## src/rtl/async_fifo_frame_writer.sv

```systemverilog
// Write-side frame producer for the dual-clock Gray-pointer FIFO: emits a
// {seq,len} header, the payload words and an XOR checksum trailer, never writing while full.
module async_fifo_frame_writer #(
    parameter int DSIZE = 16,
    parameter int LENW  = 8,
    localparam int SEQW = DSIZE - LENW
) (
    input  logic             wclk,
    input  logic             wrst_n,
    input  logic             cmd_valid,
    input  logic [LENW-1:0]  cmd_len,
    output logic             cmd_ready,
    input  logic             s_valid,
    input  logic [DSIZE-1:0] s_data,
    output logic             s_ready,
    output logic             winc,
    output logic [DSIZE-1:0] wdata,
    input  logic             wfull,
    output logic             busy,
    output logic             frame_done,
    output logic [SEQW-1:0]  seq
);

    localparam logic [1:0] ST_IDLE = 2'd0;
    localparam logic [1:0] ST_HDR  = 2'd1;
    localparam logic [1:0] ST_DATA = 2'd2;
    localparam logic [1:0] ST_TRL  = 2'd3;

    logic [1:0]       state;
    logic [LENW-1:0]  len_q;
    logic [LENW-1:0]  cnt;
    logic [DSIZE-1:0] csum;

    // NOTE: every register here is a plain flop, so all of them take the async reset;
    // a mid-frame reset therefore abandons the frame cleanly and restarts seq at 0.
    always_ff @(posedge wclk or negedge wrst_n) begin
        if (!wrst_n) begin
            state      <= ST_IDLE;
            seq        <= '0;
            cnt        <= '0;
            csum       <= '0;
            len_q      <= '0;
            frame_done <= 1'b0;
        end else begin
            // NOTE: non-blocking assignments so every flop samples pre-edge values.
            frame_done <= 1'b0;
            case (state)
                ST_IDLE: begin
                    if (cmd_valid) begin
                        len_q <= cmd_len;
                        cnt   <= '0;
                        csum  <= '0;
                        state <= ST_HDR;
                    end
                end
                ST_HDR: begin
                    if (!wfull) state <= (len_q != '0) ? ST_DATA : ST_TRL;
                end
                ST_DATA: begin
                    if (s_valid && !wfull) begin
                        csum <= csum ^ s_data;
                        cnt  <= cnt + 1'b1;
                        if (cnt == len_q - 1'b1) state <= ST_TRL;
                    end
                end
                ST_TRL: begin
                    if (!wfull) begin
                        seq        <= seq + 1'b1;
                        frame_done <= 1'b1;
                        state      <= ST_IDLE;
                    end
                end
                default: state <= ST_IDLE;
            endcase
        end
    end

    // NOTE: every output gets a default first so no path through the case infers a latch.
    always_comb begin
        cmd_ready = 1'b0;
        s_ready   = 1'b0;
        winc      = 1'b0;
        wdata     = '0;
        case (state)
            ST_IDLE: cmd_ready = 1'b1;
            ST_HDR: begin
                wdata = {seq, len_q};
                winc  = ~wfull;
            end
            ST_DATA: begin
                s_ready = ~wfull;
                winc    = s_valid & ~wfull;
                wdata   = s_data;
            end
            ST_TRL: begin
                wdata = csum;
                winc  = ~wfull;
            end
            default: ;
        endcase
    end

    assign busy = (state != ST_IDLE);

endmodule

```

## config.mk

```make
export PLATFORM = sky130hd
export DESIGN_NAME = async_fifo_frame_writer
export DESIGN_NICKNAME = d
export VERILOG_FILES = /design/src/rtl/async_fifo_frame_writer.sv
export SDC_FILE = /design/constraint.sdc
export NUM_CORES = 1
export LEC_CHECK = 0
export CORE_ASPECT_RATIO = 2
export CORE_MARGIN = 1.5
export CORE_UTILIZATION = 30
export DETAILED_ROUTE_END_ITERATION = 12
export GPL_ROUTABILITY_DRIVEN = 0
export GPL_TIMING_DRIVEN = 1
export SLEW_MARGIN = 20
export SYNTH_ARGS = -nofsm -noshare
export SYNTH_HDL_FRONTEND = slang
export SYNTH_SLANG_ARGS = --single-unit
```

## constraint.sdc

```tcl
create_clock -name wclk -period 2.2 [get_ports wclk]
set_input_delay 0.44 -clock wclk [delete_from_list [all_inputs] [get_ports wclk]]
set_output_delay 0.44 -clock wclk [all_outputs]
set_load 0.01 [all_outputs]
```

# == After elaboration in Yosys (flattened, before gate mapping) ==
# Cells that the tools add are included.
# totals
ff_bits,43
word_cells,51
# op_classes
add_sub_neg,3
n_eq_ne,9
mux,19
n_bitwise,3
reduce_logical,11
# ops
cell,n
$pmux W16 S3,1
$mux W16,2
$pmux W16 S2,1
$add A8 B1 Y8 const B,2
$mux W8,2
$pmux W8 S2,1
$xor A16 B16 Y16,1
$mux W2,5
$ne A2 B2 Y1 const B,5
$eq A8 B8 Y1,1
$pmux W2 S4,1
$reduce_bool A8 Y1,1
$sub A8 B1 Y8 const B,1
$mux W1,5
$reduce_and A5 Y1,1
$eq A2 B2 Y1 const B,2
$reduce_and A2 Y1,2
$reduce_bool A2 Y1,2
$reduce_and A3 Y1,1
$eq A2 B1 Y1 const B,1
$logic_not A2 Y1,1
$pmux W1 S2,1
$reduce_or A2 Y1,1
$and A1 B1 Y1,1
3 further kinds,3

# == Longest topological paths before layout ==
# Gate-level depths: netlist of the first run.
# depth
word_depth,5
mapped_depth,9
mapped_depth_nobuf,8

# == Worst setup path after synthesis of the first run ==
# Ideal clock, no wire load.
# synth_path
path_kind,register -> register
from,register len_q[0]
to,register state[1]
setup_time_ns,0.128
t_arrival_ns,1.941
slack_ns,0.131
path_stages_with_launch,9
n_path_buf,1
period_less_slack_ns,2.069
path_cell_list,dfrtp_1 -> clkbuf_1 -> inv_1 -> ha_1 -> o2111ai_1 -> o21ai_0 -> o41ai_2 -> nand4b_1 -> mux2_1
# synth_between
elab_chain_cells,4
# synth_rtl
element,line_no,source
"start, declared",30,logic [LENW-1:0] len_q;
"start signal, assigned",50,len_q <= cmd_len;
$sub A8 B1 Y8,63,if (cnt == len_q - 1'b1) state <= ST_TRL;
$eq A8 B8 Y1,63,
$ne A2 B2 Y1 (no source line),n/a,
$reduce_and A5 Y1 (no source line),n/a,
"end signal, assigned",57,if (!wfull) state <= (len_q != '0) ? ST_DATA : ST_TRL;
"end, declared",29,logic [1:0] state;
# No other way between the ends.
# A chain may end at the register's enable or synchronous reset.

# == Worst setup path after layout of the first run ==
# layout_path
from,register state[0]
to,output wdata[15]
# layout_between
elab_chain_cells,2
elab_cells_between_ends,4
# layout_rtl
element,line_no,source
$eq A2 B2 Y1 or $eq A2 B1 Y1 (tied branches),84,case (state)
$pmux W16 S3 *,84,
"end, declared",17,"output logic [DSIZE-1:0] wdata,"
# Mark *: on every way between the ends. The rest lies on a longest branch, timed or not.

==> summary.txt, run 1 <==
fraction of the cycle the final worst path needs - 99.45%
max frequency - 0.4571 GHz
1st-iter DRT viols - 139
worst-skew pair later-pin latency - 290 ps
initial antenna violation count - 0
CTS Sinks - 43
CP peak stage delay - 420 ps
I/O pins - 58
Warnings, synthesis - 0
dpl ws - -110.6 ps
WL per Instance - 16.73 um
internal reg-to-reg setup slack - 100 ps
Register-to-Register Path Depth - 7
Critical Path Source Type - flip-flop
total negative setup slack - 0 ps
TritonCTS clock tree - built
ANT cells - 0
DP HPWL - 5455 um
slowest CP cell - dfrtp_1
Post-Route WL - 7093 um
status - finished clean
Slew Limit Fails - 0
CTS Buffer Depth - 2
final hold vios - 0
Crit Path Category - reg2out
Arrival @ worst endpoint - 1750 ps
PortBufs - 57
die area - 0.008754 sq mm
Worst R2R Start - len_q[4]$_DFFE_PN0P_
Critical Path End Type - output pin
utilization after layout - 43.26%
RSZ-0062 raised after global routing - true
FF+latch count, synth - 43
clock slew at reported path FFs - 70 ps
Post-synth EDFFs - 0
Nets - 364
Netlist cell types - 34
H-Tree Depth - 2
Leak - 1.507 nW
Worst-Margin Slew - 554.3 ps
Max transition margin - 63.05%
P per Cell Area - 1465 mW/mm^2
die width - 66.92 um
# DRC - 0
CP startpoint - state[0]$_DFFE_PN0P_
Avg Cell Area, Syn - 9.612 sq um
gr usage total - 17.70%
first-pass GRT wire length - 11,500 um
vias in the first global route - 2,267
multi-input logic area - 0.001304 sq mm
share of synthesized registers carrying an async set or reset - 100.0%
Post-Synthesis Cells - 255
Initial Util - 30.86%
Hold WC Path Type - in2async
critical path fanouts, max - 19
core box area - 0.007943 sq mm
GRT Residual Overflow - 0
# fillers - 813
sequential share of the synthesized area - 43.90%
synthesized area - 0.002451 sq mm
site row count - 46
ys flop type - dfrtp_1
Vias - 2,193
Num CTS Buffers - 5
Vias/cell - 5.172
Layout area overhead - 40.17%
largest net degree at the start of global routing - 44
Reg area - 0.001077 sq mm
worst setup margin - 12.05 ps
final setup vio count - 0
placed cells - 415
Max IR drop VDD - 0.0007223 V
Die H - 130.8 um
Net Count, Synth - 292
root buf cell - clkbuf_16
crit-path cells - inv_2, ha_2, buf_12, a222oi_1, nor2_1, clkdlybuf4s15_2
Setup Skew - 7.169 ps
Final min period - 2188 ps
Max Cap Violations - 0
share of cells above drive strength 1 - 22.87%
Final Non-Filler Cells - 424
data required time of the worst path - 1760 ps
1st-pass router iterations - 5
antenna violation net count after detailed routing - 0
-- critical path: cells and delay by family, from the launching register on --
family	cells	cell delay [ps]
AND/OR/NAND/NOR	1	70
flip-flops	1	420
buffers and inverters	3	450
adder cells (fa/ha/maj)	1	210
AO/OA/AOI/OAI	1	310
-- path summary, 6_finish.rpt --
kind,endpoint
hold reg to reg,seq[7]$_DFFE_PN0P_
min in group wclk,seq[7]$_DFFE_PN0P_
max in group asynchronous,len_q[4]$_DFFE_PN0P_
setup / recovery,wdata[15]
setup reg to reg,state[0]$_DFFE_PN0P_
hold / removal,len_q[6]$_DFFE_PN0P_
-- sequential cells by signal, indices dropped and copies added, names as in the netlist --
signal      count
cnt             8
csum           16
frame_done      1
len_q           8
seq             8
state           2
-- what timing repair did --
item / 4_1_cts / 5_1_grt
endpoints found under the setup margin: 21 / 18
gates resized for setup: 63 / 12
pin swaps: 16 / 11
hold buffers: 0 / 0
setup buffers: 0 / 1
-- Yosys cell counts (all sizes together) (4+ instances only) --
library cell   n  share of area [%]
ha             8                4.1
o21ai          7                1.4
nand2         25                3.8
a21oi          4               0.82
mux2          10                4.6
inv            7                1.1
xor2          27                9.6
clkbuf        17                2.6
a222oi        16                6.5
xnor2          9                3.2
dfrtp         43                 44
nor3           6                1.2
nand4          6                1.5
nor2          41                6.3
-- placed cells by master (no fill, tap or decap), drive strengths merged --
cell           instances
a211oi                 1
a21oi                  4
a222oi                16
a31oi                  1
a41oi                  1
and3                   2
buf                   38
bufinv                 1
clkbuf                 9
clkdlybuf4s15          3
clkdlybuf4s50         37
clkinv                 1
dfrtp                 43
dlygate4sd2            2
ha                     8
inv                    8
mux2                  10
mux2i                  1
nand2                 25
nand2b                 1
nand3                  3
nand3b                 2
nand4                  6
nand4b                 3
nor2                  41
nor2b                  3
nor3                   6
nor3b                  1
o2111ai                1
o21a                   2
o21ai                  7
o311ai                 1
o41ai                  1
or3                    3
xnor2                  9
xor2                  27
-- layer usage --
metal	track usage (%)	vias to the layer above	part of all wire [%]	wire, um
li1	-	1030	-	-
met1	18.86	1083	35	2456
met2	33.12	68	58	4130
met3	2.312	12	3.7	260
met4	8.643	0	3.5	246
met5	0	-	0	0
-- cell type report --
cell class                      count  area share (%)
Timing Repair Buffer               84           21.41
Clock inverter                      3           1.384
Inverter                            7          0.7647
Tap cell                           96           3.496
Clock buffer                        5           3.642
Sequential cell                    43           31.35
Multi-Input combinational cell    186           37.95
-- cells by family (layout without fill, tap and decap cells) --
| family | after synthesis | in the layout | share of synthesized area, % |
|---|---|---|---|
| xor+xnor | 36 | 36 | 12.86 |
| simple gates | 96 | 96 | 18.17 |
| compound gates | 35 | 35 | 11.69 |
| mux | 11 | 11 | 5.003 |
| flops | 43 | 43 | 43.90 |
| buf+inv | 26 | 99 | 4.288 |
| fa+ha+maj | 8 | 8 | 4.084 |
-- through the flow --
| step | instance area, sq um | hold WS [ps] | power [mW] |
|---|---|---|---|
| floorplan | 2451 | 144.4 | 2.904 |
| global route | 3436 | 274.4 | 5.391 |
| CTS | 3441 | 245.6 | 5.072 |
| finish | 3436 | 206.6 | 5.033 |
| global placement | 3291 | 505.5 | 4.233 |
| detailed placement | 3291 | 509.7 | 4.286 |
-- power breakdown --
part           total, mW  switching (mW)  internal, mW  leakage (nW)
combinational       2.72            1.37          1.35         0.878
clock              0.861           0.319         0.541        0.0844
sequential          1.45           0.347          1.11         0.544
total               5.03            2.04          3.00          1.51
Power figures use the tool's default switching activity.
==> inputs of run 2 (changes only) <==
--- a/config.mk
+++ b/config.mk
@@ -6,7 +6,7 @@
 export NUM_CORES = 1
 export LEC_CHECK = 0
 export CORE_ASPECT_RATIO = 2
-export CORE_MARGIN = 1.5
+export CORE_MARGIN = 3
 export CORE_UTILIZATION = 30
 export DETAILED_ROUTE_END_ITERATION = 12
 export GPL_ROUTABILITY_DRIVEN = 0
==> summary.txt, run 2 (synthesis results as in run 1) <==
Worst R2R Start - state[0]$_DFFE_PN0P_
dpl ws - -106.5 ps (+4.140 ps)
Vias - 2,212 (+0.87%)
switch share - 41.05% (+0.59 points)
status - finished clean
Die H - 133.8 um (+2.3%)
Arrival @ worst endpoint - 1730 ps (-20 ps)
Layout area overhead - 41.65%
vias in the first global route - 2,283 (+0.71%)
switching power - 2.059 mW (+1.1%)
I/O pins - 58 (unchanged)
Leak - 1.515 nW (+0.50%)
largest reg by FF count - csum
core box area - 0.007943 sq mm (unchanged)
largest net degree at the start of global routing - 20 (-55%)
internal reg-to-reg setup slack - 70 ps (-30 ps)
first-pass GRT wire length - 11,540 um (+0.36%)
die area - 0.009357 sq mm (+6.9%)
CTS Buffer Depth - 2 (unchanged)
power share of the combinational group - 55.8% (+1.8 points)
Crit Path Category - reg2out
Slew Limit Fails - 0 (unchanged)
Critical Path End Type - output pin
worst setup margin - 29.09 ps (+17.04 ps)
Hold WC Path Type - in2async
# DRC - 0 (unchanged)
gr usage total - 15.98% (-1.7 points)
cts hold-fix bufs - 0 (unchanged)
clock slew at reported path FFs - 60 ps (about the same)
initial antenna violation count - 0 (unchanged)
WL per Instance - 17.31 um (+3.5%)
PortBufs - 57 (unchanged)
Register-to-Register Path Depth - 9 (+2)
Post-Route WL - 7375 um (+4.0%)
CP startpoint - state[0]$_DFFE_PN0P_
root buf cell - clkbuf_16
CTS Sinks - 43 (unchanged)
share of cells above drive strength 1 - 25.15% (+2.3 points)
Setup Skew - 4.230 ps (-2.939 ps)
total negative setup slack - 0 ps (unchanged)
1st-iter DRT viols - 162 (+17%)
data required time of the worst path - 1760 ps (about the same)
H-Tree Depth - 2 (unchanged)
max reg flops - 16 (unchanged)
most common cell after layout, fill and taps aside - nor2_1
share of total power in the clock network - 14.7% (-2.4 points)
Max Cap Violations - 0 (unchanged)
max frequency - 0.4606 GHz (+0.78%)
1st-pass router iterations - 6 (+1)
Max transition margin - 69.47% (+6.4 points)
TritonCTS clock tree - built
sequential power share - 29.5% (+0.6 points)
worst-skew pair later-pin latency - 290 ps (about the same)
Initial Util - 30.86% (unchanged)
Num CTS Buffers - 5 (unchanged)
P per Cell Area - 1445 mW/mm^2 (-1.4%)
final setup vio count - 0 (unchanged)
Max IR drop VDD - 0.0006519 V (-9.8%)
Final min period - 2171 ps (-17.04 ps)
GRT Residual Overflow - 0 (unchanged)
site row count - 46 (unchanged)
die width - 69.92 um (+4.5%)
Critical Path Source Type - flip-flop
P_int - 2.957 mW (-1.3%)
Nets - 367 (+0.82%)
Vias/cell - 5.192 (+0.39%)
# fillers - 787 (-3.2%)
RR Endpoint - cnt[7]$_DFFE_PN0P_
total power - 5.015 mW (-0.35%)
final hold vios - 0 (unchanged)
ANT cells - 0 (unchanged)
antenna violation net count after detailed routing - 0 (unchanged)
RSZ-0062 raised after global routing - true
DP HPWL - 5504 um (+0.90%)
Worst-Margin Slew - 458.0 ps (-96.34 ps)
fraction of the cycle the final worst path needs - 98.68% (-0.77 points)
critical path fanouts, max - 10 (-9)
utilization after layout - 43.71% (+0.46 points)
most frequent cells in the layout - nor2_1, dfrtp_1, clkdlybuf4s50_1
run 2: timing repair:
| item | CTS | global route |
|---|---|---|
| setup buffers | 0 | 1 |
| endpoints found under the hold margin | 0 | 0 |
| setup endpoints to repair | 20 | 26 |
| gates resized for setup | 44 | 41 |
| pin swaps | 5 | 19 |
run 2: worst max-delay path by stage:
stage                                       to  slack, ps  cells past startpoint
after floorplan           state[1]$_DFFE_PN0P_        130                      8
after global placement                wdata[7]       -130                      4
after detailed placement              wdata[7]       -110                      4
after CTS                             wdata[5]        -60                      5
after global routing                      winc        -50                      6
final                                     winc         30                      7
run 2: power groups by stage:
| stage | clock, mW | sequential [mW] | combinational, mW |
|---|---|---|---|
| 4_1_cts | 0.758 | 1.44 | 2.77 |
| 2_1_floorplan | 0 | 1.37 | 1.54 |
| 3_5_place_dp | 0 | 1.45 | 2.85 |
| 5_1_grt | 0.783 | 1.53 | 3.06 |
| 6_report | 0.738 | 1.48 | 2.80 |
| 3_3_place_gp | 0 | 1.44 | 2.82 |
run 2: area by class of cell:
cell class,count,area [sq um],share of cell area [%]
well taps,96,120.1,3.459
flip-flops and latches,43,1081,31.14
repair buffers,87,757.0,21.80
clock buffers,6,138.9,4.000
multi-input cells,186,1344,38.70
clock inverters,1,5.005,0.1441
inverters,7,26.28,0.7568
run 2: through the flow:
stage	instances	cell area (sq um)	hold slack (ps)
2_1_floorplan	255	2451	144.4
3_3_place_gp	418	3304	416.1
3_5_place_dp	418	3304	415.8
4_1_cts	425	3452	107.4
5_1_grt	426	3472	125.3
6_report	426	3472	98.97
run 2: metal layers:
metal | vias up | GRT usage [%] | part of all wire [%]
li1 | 1038 | - | -
met1 | 1103 | 16.37 | 36
met2 | 54 | 30.40 | 57
met3 | 17 | 2.326 | 2.4
met4 | 0 | 8.422 | 3.8
met5 | - | 0 | 0
run 2: critical path: stages (launching register included):
cell and delay [ps]:
dfrtp_2 440, inv_2 70, ha_4 170, buf_6 140, buf_4 150, a211oi_2 200
nor3_2 60, clkdlybuf4s15_2 230
